**src/rtl/ex_result_stage_pkg.sv**
```systemverilog
// ex_result_stage_pkg
// Shared definitions for the ALU result stage and its condition-code register:
// ALU opcode constants, CCR bit positions, the result-stage state encoding and a
// helper that packs the four ALU flags into CCR order.
package ex_result_stage_pkg;

  // ALU opcodes
  localparam logic [3:0] ALU_OP_ADD = 4'd0;
  localparam logic [3:0] ALU_OP_SUB = 4'd1;
  localparam logic [3:0] ALU_OP_AND = 4'd2;
  localparam logic [3:0] ALU_OP_OR  = 4'd3;
  localparam logic [3:0] ALU_OP_XOR = 4'd4;
  localparam logic [3:0] ALU_OP_NOT = 4'd5;
  localparam logic [3:0] ALU_OP_SHL = 4'd6;
  localparam logic [3:0] ALU_OP_SHR = 4'd7;
  localparam logic [3:0] ALU_OP_CMP = 4'd8;
  localparam logic [3:0] ALU_OP_MUL = 4'd9;

  // CCR bit positions, giving the layout {OVF, CF, NF, ZF}
  localparam int CCR_ZF  = 0;
  localparam int CCR_NF  = 1;
  localparam int CCR_CF  = 2;
  localparam int CCR_OVF = 3;
  localparam int CCR_W   = 4;

  // Result-stage occupancy
  typedef enum logic [1:0] {
    EMPTY  = 2'd0,
    ONE    = 2'd1,
    MUL_LO = 2'd2
  } stage_state_e;

  function automatic logic [CCR_W-1:0] pack_flags(input logic zf, input logic nf,
                                                  input logic cf, input logic ovf);
    logic [CCR_W-1:0] f;
    f          = '0;
    f[CCR_ZF]  = zf;
    f[CCR_NF]  = nf;
    f[CCR_CF]  = cf;
    f[CCR_OVF] = ovf;
    return f;
  endfunction

endpackage

```
**src/rtl/ccr_reg.sv**
```systemverilog
// ccr_reg
// Condition-code register. Loads the ALU flags when upd_en is high, otherwise holds.
// Optional feature macro: CCR_SAVE_EN. When defined, adds a shadow register with
// save/restore controls; restore takes priority over a flag update, and a save
// captures the CCR's next value (including a same-cycle update) unless a restore
// is also requested, in which case the shadow is left unchanged.
// Ports:
//   clk, rst_n         clock, asynchronous active-low reset
//   upd_en             load flags_in into the CCR this cycle
//   flags_in[3:0]      {OVF, CF, NF, ZF} from the ALU
//   ccr_save           (CCR_SAVE_EN) copy next CCR value into the shadow
//   ccr_restore        (CCR_SAVE_EN) load the CCR from the shadow
//   ccr[3:0]           current flag register
module ccr_reg
  import ex_result_stage_pkg::*;
(
  input  logic             clk,
  input  logic             rst_n,
  input  logic             upd_en,
  input  logic [CCR_W-1:0] flags_in,
`ifdef CCR_SAVE_EN
  input  logic             ccr_save,
  input  logic             ccr_restore,
`endif
  output logic [CCR_W-1:0] ccr
);

  logic [CCR_W-1:0] ccr_q, ccr_d;
  logic [CCR_W-1:0] upd_val;

  assign upd_val = upd_en ? flags_in : ccr_q;

`ifdef CCR_SAVE_EN
  logic [CCR_W-1:0] shadow_q, shadow_d;

  always_comb begin
    ccr_d    = upd_val;
    shadow_d = shadow_q;
    if (ccr_restore) begin
      ccr_d = shadow_q;
    end else if (ccr_save) begin
      shadow_d = upd_val;
    end
  end

  always_ff @(posedge clk or negedge rst_n) begin
    if (!rst_n) begin
      shadow_q <= '0;
    end else begin
      shadow_q <= shadow_d;
    end
  end
`else
  always_comb begin
    ccr_d = upd_val;
  end
`endif

  always_ff @(posedge clk or negedge rst_n) begin
    if (!rst_n) begin
      ccr_q <= '0;
    end else begin
      ccr_q <= ccr_d;
    end
  end

  assign ccr = ccr_q;

endmodule

```
**src/rtl/ex_result_stage.sv**
```systemverilog
// ex_result_stage
// Registers the ALU result toward write-back and owns the CCR. A MUL that writes the
// register file is split into two write beats (lower word, then upper word) since the
// register file has one write port. Valid/ready on both sides; flush empties the stage.
// Optional feature macro: CCR_SAVE_EN (adds ccr_save / ccr_restore and a CCR shadow).
// Ports:
//   clk, rst_n                 clock, asynchronous active-low reset
//   in_valid / in_ready        upstream handshake from the ALU
//   alu_op                     opcode (ALU_OP_MUL selects the two-beat path)
//   res_lo, res_hi             ALU result words (res_hi only used by MUL)
//   alu_zf/nf/cf/ovf, flag_we  ALU flags and CCR update enable
//   reg_we, rdst_addr, rdst_hi_addr  register write enable and destinations
//   flush                      drop any buffered beats
//   out_valid / out_ready      downstream handshake
//   out_data, out_addr, out_we write beat
//   ccr                        {OVF, CF, NF, ZF}, fed back to the ALU
module ex_result_stage
  import ex_result_stage_pkg::*;
#(
  parameter int unsigned DATA_W  = 16,
  parameter int unsigned RADDR_W = 3
) (
  input  logic               clk,
  input  logic               rst_n,
  input  logic               in_valid,
  output logic               in_ready,
  input  logic [3:0]         alu_op,
  input  logic [DATA_W-1:0]  res_lo,
  input  logic [DATA_W-1:0]  res_hi,
  input  logic               alu_zf,
  input  logic               alu_nf,
  input  logic               alu_cf,
  input  logic               alu_ovf,
  input  logic               flag_we,
  input  logic               reg_we,
  input  logic [RADDR_W-1:0] rdst_addr,
  input  logic [RADDR_W-1:0] rdst_hi_addr,
  input  logic               flush,
  output logic               out_valid,
  input  logic               out_ready,
  output logic [DATA_W-1:0]  out_data,
  output logic [RADDR_W-1:0] out_addr,
  output logic               out_we,
`ifdef CCR_SAVE_EN
  input  logic               ccr_save,
  input  logic               ccr_restore,
`endif
  output logic [3:0]         ccr
);

  stage_state_e       state_q, state_d;
  logic [DATA_W-1:0]  out_data_q, out_data_d;
  logic [RADDR_W-1:0] out_addr_q, out_addr_d;
  logic               out_we_q, out_we_d;
  logic [DATA_W-1:0]  hi_data_q, hi_data_d;
  logic [RADDR_W-1:0] hi_addr_q, hi_addr_d;

  logic accept;
  logic mul_pair;

  // A new instruction can only land when the output register is free or being
  // drained this cycle; never while the upper MUL word is still pending.
  assign in_ready  = !flush && ((state_q == EMPTY) || ((state_q == ONE) && out_ready));
  assign accept    = in_valid && in_ready;
  // A MUL that does not write the register file has no upper beat to deliver.
  assign mul_pair  = (alu_op == ALU_OP_MUL) && reg_we;
  assign out_valid = (state_q != EMPTY);

  always_comb begin
    state_d    = state_q;
    out_data_d = out_data_q;
    out_addr_d = out_addr_q;
    out_we_d   = out_we_q;
    hi_data_d  = hi_data_q;
    hi_addr_d  = hi_addr_q;

    if (flush) begin
      state_d = EMPTY;
    end else begin
      case (state_q)
        EMPTY: ;
        ONE: begin
          if (out_ready && !accept) begin
            state_d = EMPTY;
          end
        end
        MUL_LO: begin
          if (out_ready) begin
            out_data_d = hi_data_q;
            out_addr_d = hi_addr_q;
            out_we_d   = 1'b1;
            state_d    = ONE;
          end
        end
        default: state_d = EMPTY;
      endcase

      // accept only happens in EMPTY, or in ONE while the held beat drains
      if (accept) begin
        out_data_d = res_lo;
        out_addr_d = rdst_addr;
        out_we_d   = reg_we;
        if (mul_pair) begin
          hi_data_d = res_hi;
          hi_addr_d = rdst_hi_addr;
          state_d   = MUL_LO;
        end else begin
          state_d   = ONE;
        end
      end
    end
  end

  always_ff @(posedge clk or negedge rst_n) begin
    if (!rst_n) begin
      state_q    <= EMPTY;
      out_data_q <= '0;
      out_addr_q <= '0;
      out_we_q   <= 1'b0;
      hi_data_q  <= '0;
      hi_addr_q  <= '0;
    end else begin
      state_q    <= state_d;
      out_data_q <= out_data_d;
      out_addr_q <= out_addr_d;
      out_we_q   <= out_we_d;
      hi_data_q  <= hi_data_d;
      hi_addr_q  <= hi_addr_d;
    end
  end

  assign out_data = out_data_q;
  assign out_addr = out_addr_q;
  assign out_we   = out_we_q;

  ccr_reg u_ccr_reg (
    .clk         (clk),
    .rst_n       (rst_n),
    .upd_en      (accept && flag_we),
    .flags_in    (pack_flags(alu_zf, alu_nf, alu_cf, alu_ovf)),
`ifdef CCR_SAVE_EN
    .ccr_save    (ccr_save),
    .ccr_restore (ccr_restore),
`endif
    .ccr         (ccr)
  );

endmodule

```
**config.mk**
```make
export PLATFORM = sky130hd
export DESIGN_NAME = ex_result_stage
export DESIGN_NICKNAME = d
export VERILOG_FILES = /design/src/rtl/ex_result_stage_pkg.sv /design/src/rtl/ccr_reg.sv /design/src/rtl/ex_result_stage.sv
export SDC_FILE = /design/constraint.sdc
export NUM_CORES = 1
export LEC_CHECK = 0
export CAP_MARGIN = 10
export CORE_MARGIN = 10
export CORE_UTILIZATION = 35
export CTS_CLUSTER_DIAMETER = 50
export DETAILED_ROUTE_END_ITERATION = 6
export PLACE_DENSITY = 0.64
export SYNTH_ARGS = -nofsm -noshare
export SYNTH_HDL_FRONTEND = slang
export SYNTH_SLANG_ARGS = --single-unit
```
**constraint.sdc**
```tcl
create_clock -name clk -period 3.3 [get_ports clk]
set_input_delay 0.495 -clock clk [delete_from_list [all_inputs] [get_ports clk]]
set_output_delay 0.495 -clock clk [all_outputs]
set_load 0.05 [all_outputs]
```
==> flow_results.xml <==
<?xml version="1.0" encoding="UTF-8"?>
<metrics>
  <group name="status">
    <metric name="outcome" unit="">complete, no violations</metric>
  </group>
  <group name="grt">
    <metric name="met2_usage" unit="">0.196</metric>
    <metric name="via_count_of_the_first_global_routing_pass" unit="">1590</metric>
    <metric name="groute.layer.met1.usage" unit="">0.128</metric>
    <metric name="grt_busiest_layer" unit="">met2</metric>
    <metric name="global_route_wire_length_before_repair" unit="um">8750</metric>
    <metric name="grt_start_max_net_pins" unit="">46</metric>
    <metric name="globalRouteMet3Util" unit="">0.0441</metric>
    <metric name="antenna_found_initial" unit="">0</metric>
    <metric name="track_usage" unit="">0.113</metric>
    <metric name="overall_overflow_remaining_after_global_route" unit="">0</metric>
  </group>
  <group name="die">
    <metric name="boundaryPins" unit="">79</metric>
    <metric name="chipHeight" unit="um">97.3</metric>
    <metric name="die_width" unit="um">97.3</metric>
    <metric name="area_enclosed_by_the_die_boundary" unit="um2">9470</metric>
    <metric name="fp-row-count" unit="">28</metric>
    <metric name="floorplan.initialDensity" unit="">0.358</metric>
    <metric name="fp.coreArea" unit="um2">5850</metric>
  </group>
  <group name="timing">
    <metric name="final_max_slew_viol_count" unit="">0</metric>
    <metric name="timing.final.setup_violations" unit="">0</metric>
    <metric name="finalCriticalPeriod" unit="ns">2.66</metric>
    <metric name="finalHoldWorstSlack" unit="ns">0.367</metric>
    <metric name="hold_viol" unit="">0</metric>
    <metric name="rsz0062_at_grt" unit="">no</metric>
    <metric name="maxClockFrequency" unit="MHz">376</metric>
    <metric name="final.setup.tns" unit="ns">0</metric>
    <metric name="maxSlewHeadroom" unit="">0.334</metric>
    <metric name="post-route-period-util" unit="">0.807</metric>
    <metric name="worst_clock_skew" unit="ns">0.00771</metric>
    <metric name="worst_slew_pin_slew" unit="ns">0.999</metric>
  </group>
  <group name="clock_network">
    <metric name="cts_hold_buf" unit="">0</metric>
    <metric name="cts.reportedPaths.clkPinSlew" unit="ns">0.07</metric>
    <metric name="post_cts_setup_inserts" unit="">0</metric>
    <metric name="htree_levels" unit="">2</metric>
    <metric name="tritoncts.num_buffers" unit="">5</metric>
    <metric name="cts_repair_resize_count" unit="">0</metric>
    <metric name="cts_tree" unit="">yes</metric>
    <metric name="cts_buffer_depth" unit="">2</metric>
    <metric name="root_buffer" unit="">sky130_fd_sc_hd__clkbuf_8</metric>
    <metric name="clkLatencyLatePin" unit="ns">0.29</metric>
    <metric name="cts.sink_count" unit="">45</metric>
  </group>
  <group name="worst_setup_path">
    <metric name="slack_of_the_worst_reg_to_reg_path" unit="ns">1.21</metric>
    <metric name="worstPathMaxFanout" unit="">7</metric>
    <metric name="worstSetupEndpointType" unit="">primary output</metric>
    <metric name="setup.worst_path.start_class" unit="">input port</metric>
    <metric name="crit_arrival" unit="ns">2.17</metric>
    <metric name="timing.critical_path.required" unit="ns">2.80</metric>
    <metric name="timing.setup.critical_path_class" unit="">input port to primary output</metric>
  </group>
  <group name="synthesis">
    <metric name="post_synth.cell_area_avg" unit="um2">15.9</metric>
    <metric name="synthXorXnorAreaFrac" unit="">0</metric>
    <metric name="netlist_area" unit="um2">2090</metric>
    <metric name="yosys.area.top_type_share" unit="">0.538</metric>
    <metric name="yosys.area_share.adder" unit="">0</metric>
    <metric name="simple_gate_portion_of_the_synthesized_area" unit="">0.0544</metric>
    <metric name="dominant_combinational_cell_family_by_area_after_synthesis" unit="">multiplexers</metric>
    <metric name="synthTopCellsByArea" unit="">sky130_fd_sc_hd__dfrtp_1, sky130_fd_sc_hd__mux2_2, sky130_fd_sc_hd__mux2_4</metric>
    <metric name="synth.yosys.warnings" unit="">0</metric>
    <metric name="synth.distinct_cells" unit="">24</metric>
    <metric name="synth_fp_nets" unit="">185</metric>
    <metric name="synthCells" unit="">132</metric>
    <metric name="synth_seq_area_share" unit="">0.538</metric>
    <metric name="compound_gate_portion_of_the_synthesized_area" unit="">0.0191</metric>
    <metric name="muxShareOfSynthArea" unit="">0.362</metric>
    <metric name="synthDominantAreaCellType" unit="">sky130_fd_sc_hd__dfrtp_1</metric>
    <metric name="postSynthRegisterBits" unit="">45</metric>
  </group>
  <group name="pwr">
    <metric name="share_comb_of_total_power" unit="">0.382</metric>
    <metric name="power.density" unit="nW/um2">543</metric>
    <metric name="p_total" unit="mW">1.65</metric>
    <metric name="p_switching" unit="mW">0.571</metric>
    <metric name="internal-power" unit="mW">1.08</metric>
    <metric name="seq_pwr_share" unit="">0.424</metric>
    <metric name="power.switching_fraction" unit="">0.347</metric>
    <metric name="power.static_leakage" unit="nW">1.40</metric>
    <metric name="power_frac_clock" unit="">0.195</metric>
    <metric name="worst_ir_drop_vdd" unit="uV">242</metric>
  </group>
  <group name="route">
    <metric name="wl" unit="um">5350</metric>
    <metric name="drt-pass1-iter-count" unit="">3</metric>
    <metric name="num_vias" unit="">1367</metric>
    <metric name="viasPerCell" unit="">4.68</metric>
    <metric name="drt-wirelength-per-cell" unit="um">18.3</metric>
    <metric name="drtIter0Drc" unit="">19</metric>
    <metric name="detail_route.drc_violations" unit="">0</metric>
    <metric name="residual_antenna_violating_net_count_after_detailed_routing" unit="">0</metric>
  </group>
  <group name="finish">
    <metric name="n_antenna_cell" unit="">0</metric>
    <metric name="most_frequent_standard_cell_in_the_layout_excluding_fill_and_tap_cells" unit="">sky130_fd_sc_hd__clkdlybuf4s50_1</metric>
    <metric name="final_layout_size_suffix_gt1_frac" unit="">0.341</metric>
    <metric name="finalNetCount" unit="">269</metric>
    <metric name="syn_to_final_growth" unit="%">44.8</metric>
    <metric name="final_cell_mix" unit="">sky130_fd_sc_hd__clkdlybuf4s50_1, sky130_fd_sc_hd__dfrtp_1, sky130_fd_sc_hd__mux2_2, sky130_fd_sc_hd__mux2_4, sky130_fd_sc_hd__mux2_1</metric>
    <metric name="n_fill_cell" unit="">503</metric>
  </group>
  <group name="place">
    <metric name="gpl_wtd_cong" unit="">0.847</metric>
    <metric name="port_buffers" unit="">78</metric>
    <metric name="dp_hpwl" unit="um">4130</metric>
  </group>
  <group name="worst_hold_path">
    <metric name="worstHoldPathType" unit="">input port to async pin</metric>
  </group>
  <group name="job">
    <metric name="maxCapViolations" unit="">0</metric>
  </group>
</metrics>
path summary, 6_finish.rpt:
path                                     startpoint                            to  cells after the start
max in group asynchronous                     rst_n        state_q[0]$_DFFE_PN0P_                      1
max reg2reg                  state_q[1]$_DFFE_PN0P_  u_ccr_reg.ccr[1]$_DFFE_PN0P_                      5
max                                           flush                      in_ready                      3
min in group clk           hi_data_q[2]$_DFFE_PN0P_      hi_data_q[2]$_DFFE_PN0P_                      1
min reg2reg                hi_data_q[2]$_DFFE_PN0P_      hi_data_q[2]$_DFFE_PN0P_                      1
min                                           rst_n      hi_data_q[2]$_DFFE_PN0P_                      1
worst max-delay path: stages:
cell and delay, ns:
sky130_fd_sc_hd__clkdlybuf4s50_1 0.57, sky130_fd_sc_hd__nor3_1 0.26, sky130_fd_sc_hd__clkdlybuf4s50_1 0.84
cells in the mapped netlist:
| cell | count |
|---|---|
| sky130_fd_sc_hd__buf_2 | 2 |
| sky130_fd_sc_hd__nand3_1 | 1 |
| sky130_fd_sc_hd__a21oi_1 | 2 |
| sky130_fd_sc_hd__o21ai_0 | 1 |
| sky130_fd_sc_hd__o32ai_1 | 1 |
| sky130_fd_sc_hd__nand4_2 | 1 |
| sky130_fd_sc_hd__mux2_4 | 19 |
| sky130_fd_sc_hd__nor3_1 | 1 |
| sky130_fd_sc_hd__mux2_1 | 6 |
| sky130_fd_sc_hd__nand2b_1 | 2 |
| sky130_fd_sc_hd__or2b_1 | 1 |
| sky130_fd_sc_hd__nor3b_4 | 1 |
| sky130_fd_sc_hd__o31ai_1 | 1 |
| sky130_fd_sc_hd__or2_2 | 1 |
| sky130_fd_sc_hd__buf_6 | 4 |
| sky130_fd_sc_hd__nor2b_1 | 1 |
| sky130_fd_sc_hd__nor2b_2 | 1 |
| sky130_fd_sc_hd__a2bb2oi_1 | 1 |
| sky130_fd_sc_hd__and2_0 | 1 |
| sky130_fd_sc_hd__nor2b_4 | 1 |
| sky130_fd_sc_hd__mux2_2 | 36 |
| sky130_fd_sc_hd__nor2_1 | 1 |
| sky130_fd_sc_hd__nor3b_1 | 1 |
| sky130_fd_sc_hd__dfrtp_1 | 45 |
power by group through the flow:
| stage | sequential [mW] | clock [mW] | combinational (mW) |
|---|---|---|---|
| 4_1_cts | 0.700 | 0.337 | 0.638 |
| 6_report | 0.698 | 0.320 | 0.628 |
| 5_1_grt | 0.712 | 0.368 | 0.657 |
| 3_5_place_dp | 0.709 | 0 | 0.637 |
| 3_3_place_gp | 0.701 | 0 | 0.627 |
| 2_1_floorplan | 0.925 | 0 | 0.163 |
cells by family after synthesis:
group / count (synthesis)
flip-flops: 45
buffers and inverters: 6
multiplexers: 61
AND/OR/NAND/NOR: 14
AO/OA/AOI/OAI: 6
metrics by stage:
step / std cells / worst slack (ns) / utilization / instance area, um2
detailed placement: 284 / 0.597 / 0.504 / 2950
finish: 292 / 0.638 / 0.518 / 3030
CTS: 292 / 0.619 / 0.518 / 3030
floorplan: 132 / 1.21 / - / 2090
global route: 292 / 0.548 / 0.518 / 3030
global placement: 284 / 0.697 / 0.504 / 2950
cell type report:
type,count,area [um2],area share
clock buffer,6,72.6,0.0239
timing repair buffer,83,813,0.268
clock inverter,2,10.0,0.00330
sequential,45,1130,0.371
tap,75,93.8,0.0310
multi-input combinational,81,916,0.302
layer usage:
layer  up-vias  routed length [um]  share of wire
li1        642                   -              -
met4         0                  21         0.0039
met3         2                 374          0.070
met5         -                   0              0
met1       674                2250           0.42
met2        49                2700           0.51
No activity file was read; power rests on OpenSTA's default activity.
